`config.mk`:
```
export PLATFORM = sky130hd
export DESIGN_NAME = param_dice_lights
export DESIGN_NICKNAME = d
export VERILOG_FILES = /design/src/rtl/pdl_pkg.sv /design/src/rtl/pdl_light_fsm.sv /design/src/rtl/param_dice_lights.sv
export SDC_FILE = /design/constraint.sdc
export NUM_CORES = 1
export LEC_CHECK = 0
export ABC_AREA = 1
export BUFFER_PORTS_ARGS = -buffer_cell sky130_fd_sc_hd__buf_2
export CORE_MARGIN = 10
export CORE_UTILIZATION = 25
export DETAILED_ROUTE_END_ITERATION = 8
export GPL_ROUTABILITY_DRIVEN = 1
export HOLD_SLACK_MARGIN = 0.03
export PLACE_DENSITY_LB_ADDON = 0.05
export SLEW_MARGIN = 20
export SYNTH_ARGS = -nofsm -noshare
export SYNTH_HDL_FRONTEND = slang
export SYNTH_SLANG_ARGS = --single-unit
```
`constraint.sdc`:
```
create_clock -name clk -period 2.03 [get_ports clk]
set_input_delay 0.203 -clock clk [delete_from_list [all_inputs] [get_ports clk]]
set_output_delay 0.203 -clock clk [all_outputs]
set_load 0.005 [all_outputs]
```
`src/rtl/pdl_pkg.sv`:
```
// rtl/pdl_pkg.sv - shared light states, light encodings and output width helper
// Contents:
//   light_state_t  RED, RED_AMBER, GREEN, AMBER
//   LIGHT_*        3-bit {red,amber,green} lamp encodings
//   out_w()        result width: max(3, clog2(sides+1))
//   light_code()   state to lamp encoding
package pdl_pkg;

   typedef enum logic [1:0] {
      RED       = 2'd0,
      RED_AMBER = 2'd1,
      GREEN     = 2'd2,
      AMBER     = 2'd3
   } light_state_t;

   localparam logic [2:0] LIGHT_RED       = 3'b100;
   localparam logic [2:0] LIGHT_RED_AMBER = 3'b110;
   localparam logic [2:0] LIGHT_GREEN     = 3'b001;
   localparam logic [2:0] LIGHT_AMBER     = 3'b010;

   function automatic int out_w(input int sides);
      int w;
      w = $clog2(sides + 1);
      return (w < 3) ? 3 : w;
   endfunction

   function automatic logic [2:0] light_code(input light_state_t s);
      case (s)
         RED:       return LIGHT_RED;
         RED_AMBER: return LIGHT_RED_AMBER;
         GREEN:     return LIGHT_GREEN;
         AMBER:     return LIGHT_AMBER;
         default:   return LIGHT_RED;
      endcase
   endfunction

endpackage

```
`src/rtl/pdl_light_fsm.sv`:
```
// rtl/pdl_light_fsm.sv - traffic-light sequencer with optional dwell timing
// Build option: PARAM_DICE_LIGHTS_DWELL_EN enables the dwell counter and the
// pedestrian shortcut; without it the sequencer steps one state per cycle.
// Ports:
//   clk     in   rising-edge clock
//   rst     in   asynchronous active-high reset
//   ped     in   pedestrian request (only present with the dwell build)
//   lights  out  {red,amber,green} of the current state
module pdl_light_fsm
   import pdl_pkg::*;
#(
   parameter int RED_CYC   = 4,
   parameter int RA_CYC    = 1,
   parameter int GREEN_CYC = 4,
   parameter int AMBER_CYC = 1,
   parameter int GREEN_MIN = 1
) (
   input  logic       clk,
   input  logic       rst,
`ifdef PARAM_DICE_LIGHTS_DWELL_EN
   input  logic       ped,
`endif
   output logic [2:0] lights
);

   if (RED_CYC < 1 || RA_CYC < 1 || GREEN_CYC < 1 || AMBER_CYC < 1 ||
       GREEN_MIN < 1 || GREEN_MIN > GREEN_CYC) begin : g_bad_params
      $error("pdl_light_fsm: illegal dwell parameters");
   end

   light_state_t state;
   light_state_t state_nxt;

`ifdef PARAM_DICE_LIGHTS_DWELL_EN
   localparam int CYC_MAX_A = (RED_CYC > RA_CYC) ? RED_CYC : RA_CYC;
   localparam int CYC_MAX_B = (GREEN_CYC > AMBER_CYC) ? GREEN_CYC : AMBER_CYC;
   localparam int CYC_MAX   = (CYC_MAX_A > CYC_MAX_B) ? CYC_MAX_A : CYC_MAX_B;
   localparam int DW        = $clog2(CYC_MAX + 1);
   // dwell counts down the cycles left in the state; a pedestrian may leave
   // GREEN once GREEN_MIN cycles have elapsed, i.e. dwell <= GREEN_LEAVE
   localparam int GREEN_LEAVE = GREEN_CYC - GREEN_MIN + 1;

   logic [DW-1:0] dwell;
   logic [DW-1:0] dwell_nxt;

   function automatic logic [DW-1:0] cyc_of(input light_state_t s);
      case (s)
         RED:       return DW'(RED_CYC);
         RED_AMBER: return DW'(RA_CYC);
         GREEN:     return DW'(GREEN_CYC);
         AMBER:     return DW'(AMBER_CYC);
         default:   return DW'(RED_CYC);
      endcase
   endfunction

   always_ff @(posedge clk or posedge rst) begin
      if (rst) begin
         state <= RED;
         dwell <= DW'(RED_CYC);
      end else begin
         state <= state_nxt;
         dwell <= dwell_nxt;
      end
   end

   always_comb begin
      state_nxt = state;
      dwell_nxt = dwell - DW'(1);
      case (state)
         RED:       if (dwell <= DW'(1)) state_nxt = RED_AMBER;
         RED_AMBER: if (dwell <= DW'(1)) state_nxt = GREEN;
         GREEN:     if (dwell <= DW'(1) || (ped && dwell <= DW'(GREEN_LEAVE)))
                       state_nxt = AMBER;
         AMBER:     if (dwell <= DW'(1)) state_nxt = RED;
         default:   state_nxt = RED;
      endcase
      // reload on every transition, including recovery from a bad encoding
      if (state_nxt != state || state_nxt == RED && state != AMBER && state != RED)
         dwell_nxt = cyc_of(state_nxt);
   end
`else
   always_ff @(posedge clk or posedge rst) begin
      if (rst) state <= RED;
      else     state <= state_nxt;
   end

   always_comb begin
      state_nxt = RED;
      case (state)
         RED:       state_nxt = RED_AMBER;
         RED_AMBER: state_nxt = GREEN;
         GREEN:     state_nxt = AMBER;
         AMBER:     state_nxt = RED;
         default:   state_nxt = RED;
      endcase
   end
`endif

   assign lights = light_code(state);

endmodule

```
`src/rtl/param_dice_lights.sv`:
```
// rtl/param_dice_lights.sv - dice counter / traffic lights with a shared registered output
// Build option: PARAM_DICE_LIGHTS_DWELL_EN (see pdl_light_fsm).
// Ports:
//   clk         in   rising-edge clock
//   rst         in   asynchronous active-high reset
//   button      in   dice roll enable; pedestrian request in lights mode
//   sel         in   0 = dice, 1 = traffic lights
//   result      out  registered dice face or zero-extended {red,amber,green}
//   throw_done  out  one-cycle pulse after button falls in dice mode
module param_dice_lights
   import pdl_pkg::*;
#(
   parameter int SIDES     = 6,
   parameter int RED_CYC   = 4,
   parameter int RA_CYC    = 1,
   parameter int GREEN_CYC = 4,
   parameter int AMBER_CYC = 1,
   parameter int GREEN_MIN = 1,
   localparam int OUT_W    = out_w(SIDES)
) (
   input  logic             clk,
   input  logic             rst,
   input  logic             button,
   input  logic             sel,
   output logic [OUT_W-1:0] result,
   output logic             throw_done
);

   if (SIDES < 2 || SIDES > 15) begin : g_bad_sides
      $error("param_dice_lights: SIDES out of range");
   end

   localparam logic [OUT_W-1:0] SIDES_V = OUT_W'(SIDES);
   localparam logic [OUT_W-1:0] ONE     = OUT_W'(1);

   logic [OUT_W-1:0] dice;
   logic             button_q;
   logic [2:0]       lights;

`ifdef PARAM_DICE_LIGHTS_DWELL_EN
   logic ped;
   assign ped = button & sel;
`endif

   pdl_light_fsm #(
      .RED_CYC   (RED_CYC),
      .RA_CYC    (RA_CYC),
      .GREEN_CYC (GREEN_CYC),
      .AMBER_CYC (AMBER_CYC),
      .GREEN_MIN (GREEN_MIN)
   ) u_fsm (
      .clk    (clk),
      .rst    (rst),
`ifdef PARAM_DICE_LIGHTS_DWELL_EN
      .ped    (ped),
`endif
      .lights (lights)
   );

   always_ff @(posedge clk or posedge rst) begin
      if (rst) begin
         dice       <= ONE;
         button_q   <= 1'b0;
         result     <= '0;
         throw_done <= 1'b0;
      end else begin
         // out-of-range faces self-heal regardless of button
         if (dice == '0 || dice > SIDES_V)
            dice <= ONE;
         else if (button)
            dice <= (dice == SIDES_V) ? ONE : dice + ONE;
         button_q <= button;
         // a fall coinciding with entry to lights mode is not a throw
         throw_done <= button_q & ~button & ~sel;
         result     <= sel ? OUT_W'(lights) : dice;
      end
   end

endmodule

```
==> flow_summary.json <==
{
  "status": "finished, final reports clean",
  "synthSimpleGateAreaFrac_pct": 19.6,
  "slowest_delay_ns": 0.37,
  "r2r_slack_ns": 0.98,
  "area_growth_pct": 23.7,
  "syn-num-nets": 52,
  "hpwl_um": 605,
  "power.total_uw": 593,
  "avgSynthCellArea_um2": 9.51,
  "diodes": 0,
  "crit_type": "flop to flop",
  "cp-start-kind": "flop",
  "min_path_cells": 1,
  "fp.coreArea_um2": 1560,
  "dr_wl_met3_um": 84,
  "wl_met1_um": 315,
  "tightest_slew_ns": 0.376,
  "viasPerCell": 4.33,
  "cts_root_buf": "clkbuf_4",
  "io_pins": 8,
  "synthDistinctLibCells": 12,
  "fin_nets": 65,
  "dr.pass1.iters": 4,
  "path_max_fanout": 3,
  "syn_inst": 45,
  "ys_top_cells_by_area": "dfrtp_1, ha_1, nand2_1",
  "p_leak_nw": 0.299,
  "die_area_um2": 3770,
  "synth_top_area_cell": "dfrtp_1",
  "portBuffers": 7,
  "die_y_um": 61.4,
  "synth_compound_area_share_pct": 5.85,
  "postRouteAntennaNets": 0,
  "path_delay_family": "flip-flops",
  "wl_met2_um": 318,
  "final-setup-viol-count": 0,
  "cts.sinks": 10,
  "fin_crit_sh_pct": 51.9,
  "worst_slack_ns": 0.976,
  "rr_worst_depth": 3,
  "min_period_ns": 1.05,
  "hold_class": "input pin to flop",
  "powerDensity_nw_per_um2": 1120,
  "required_ns": 2.17,
  "synthAdderAreaFrac_pct": 8.77,
  "cp_num_cells": 3,
  "synth-xor-area-share_pct": 0,
  "drtIter0Drc": 6,
  "drc_errors": 0,
  "crit_arrival_ns": 1.20,
  "clk_pin_slew_ns": 0.06,
  "critPathBufInv": 1,
  "dp_slack_ns": 0.980,
  "crit_path_end_kind": "flop",
  "drt-wirelength-per-cell_um": 10.2,
  "dpl_cell_area_um2": 483,
  "clk_path_buf_depth": 2,
  "dieWidth_um": 61.4,
  "worstSkewPairLatency_ns": 0.26,
  "cts_setup_buffers": 0,
  "maxCapViolations": 0,
  "drive_gt1_share_pct": 26.3,
  "highest_layer": "met4",
  "cts_buffers": 3,
  "final_hold_viol_count": 0,
  "grt-ovfl-total": 0,
  "ys_seq_area_share_pct": 58.8,
  "start_util_pct": 27.4,
  "clock_skew_ns": 0.000586,
  "finalSetupTns_ns": 0,
  "muxShareOfSynthArea_pct": 0,
  "grt_pass1_wl_mm": 1.32,
  "rsz0062_at_grt": "no",
  "crit_chain": "inv_1 -> ha_1 -> or2_2",
  "rows": 14,
  "synth_top_family_by_area": "simple AND/OR/NAND/NOR gates",
  "cts_tree": "done",
  "antenna_found_initial": 0,
  "slew_violations": 0,
  "drt-total-wl_um": 746,
  "grt_max_degree": 11,
  "peakVddDrop_uv": 423,
  "fin_area_um2": 529,
  "synth_warnings": 0,
  "yosysTopAreaCellShare_pct": 52.6,
  "vias": 316,
  "fmax_mhz": 948,
  "final_util_pct": 33.9,
  "critPathSlowestCell": "dfrtp_1",
  "relSlewSlack_pct": 74.9,
  "track_usage_pct": 4.98,
  "grt_pass1_vias": 315,
  "finalWeightedCongestion": 0.659,
  "syn-cell-area_um2": 428,
  "ys_seq_elements": 10,
  "htreeDepth": 1
}
## logic make-up (layout without fill, tap and decap cells)
family / Yosys count / after routing
and+or+nand+nor: 19 / 19
DFF: 10 / 10
buffers and inverters: 8 / 20
AOI/OAI and AO/OA: 5 / 5
adders and majority gates: 3 / 3
## cell usage in the layout, fill, tap and decap left out
master / n
or2_2: 1
nand3_1: 6
nand2_1: 10
o21ai_0: 4
inv_2: 1
ha_1: 3
a21oi_1: 1
nand2_2: 1
inv_1: 7
nor2_1: 1
dfrtp_1: 9
dfstp_2: 1
dlygate4sd3_1: 1
buf_2: 7
clkbuf_4: 3
clkbuf_8: 1
## where the power goes
| group | switching [mW] | total (mW) | internal (mW) |
|---|---|---|---|
| clock | 0.0669 | 0.176 | 0.109 |
| sequential | 0.0363 | 0.287 | 0.251 |
| combinational | 0.0773 | 0.130 | 0.0529 |
| total | 0.180 | 0.593 | 0.413 |
## routing by layer
metal / vias up / track usage [%]
met5: - / 0
met4: 0 / 4.78
met3: 4 / 3.29
met2: 10 / 6.66
met1: 137 / 5.09
li1: 165 / -
## cell type report
type	count	area [µm²]
fill	160	1030
tap	16	20.0
sequential	10	251
inverter	8	30.0
clock buffer	4	36.3
timing repair buffer	8	45.0
multi-input combinational	27	146
## synthesized netlist by cell type
| library cell | number |
|---|---|
| a21oi_1 | 1 |
| inv_1 | 7 |
| inv_2 | 1 |
| dfstp_2 | 1 |
| nand3_1 | 6 |
| ha_1 | 3 |
| dfrtp_1 | 9 |
| or2_2 | 1 |
| o21ai_0 | 4 |
| nand2_2 | 1 |
| nand2_1 | 10 |
| nor2_1 | 1 |
## metrics by stage
stage,hold WS (ns),std cells
floorplan,0.0425,45
global placement,0.186,68
detailed placement,0.204,68
CTS,0.109,73
global route,0.115,73
finish,0.116,73
## worst paths after layout
kind / start / endpoint
max in group asynchronous: rst / dice[0]$_DFFE_PP1P_
hold reg to reg: button_q$_DFF_PP0_ / throw_done$_DFF_PP0_
setup / recovery: u_fsm.state[0]$_DFF_PP0_ / u_fsm.state[0]$_DFF_PP0_
setup reg to reg: u_fsm.state[0]$_DFF_PP0_ / u_fsm.state[0]$_DFF_PP0_
min in group asynchronous: rst / result[1]$_DFF_PP0_
hold / removal: button / button_q$_DFF_PP0_
## sequential cells by signal, indices dropped and copies added, names as in the netlist
signal       flops
u_fsm.state      2
result           3
throw_done       1
dice             3
button_q         1
## repair_timing
item | 4_1_cts | 5_1_grt
endpoints found under the hold margin | 9 | 0
gates resized for setup | 0 | 0
hold buffers | 1 | 0
Power figures use the tool's default switching activity.
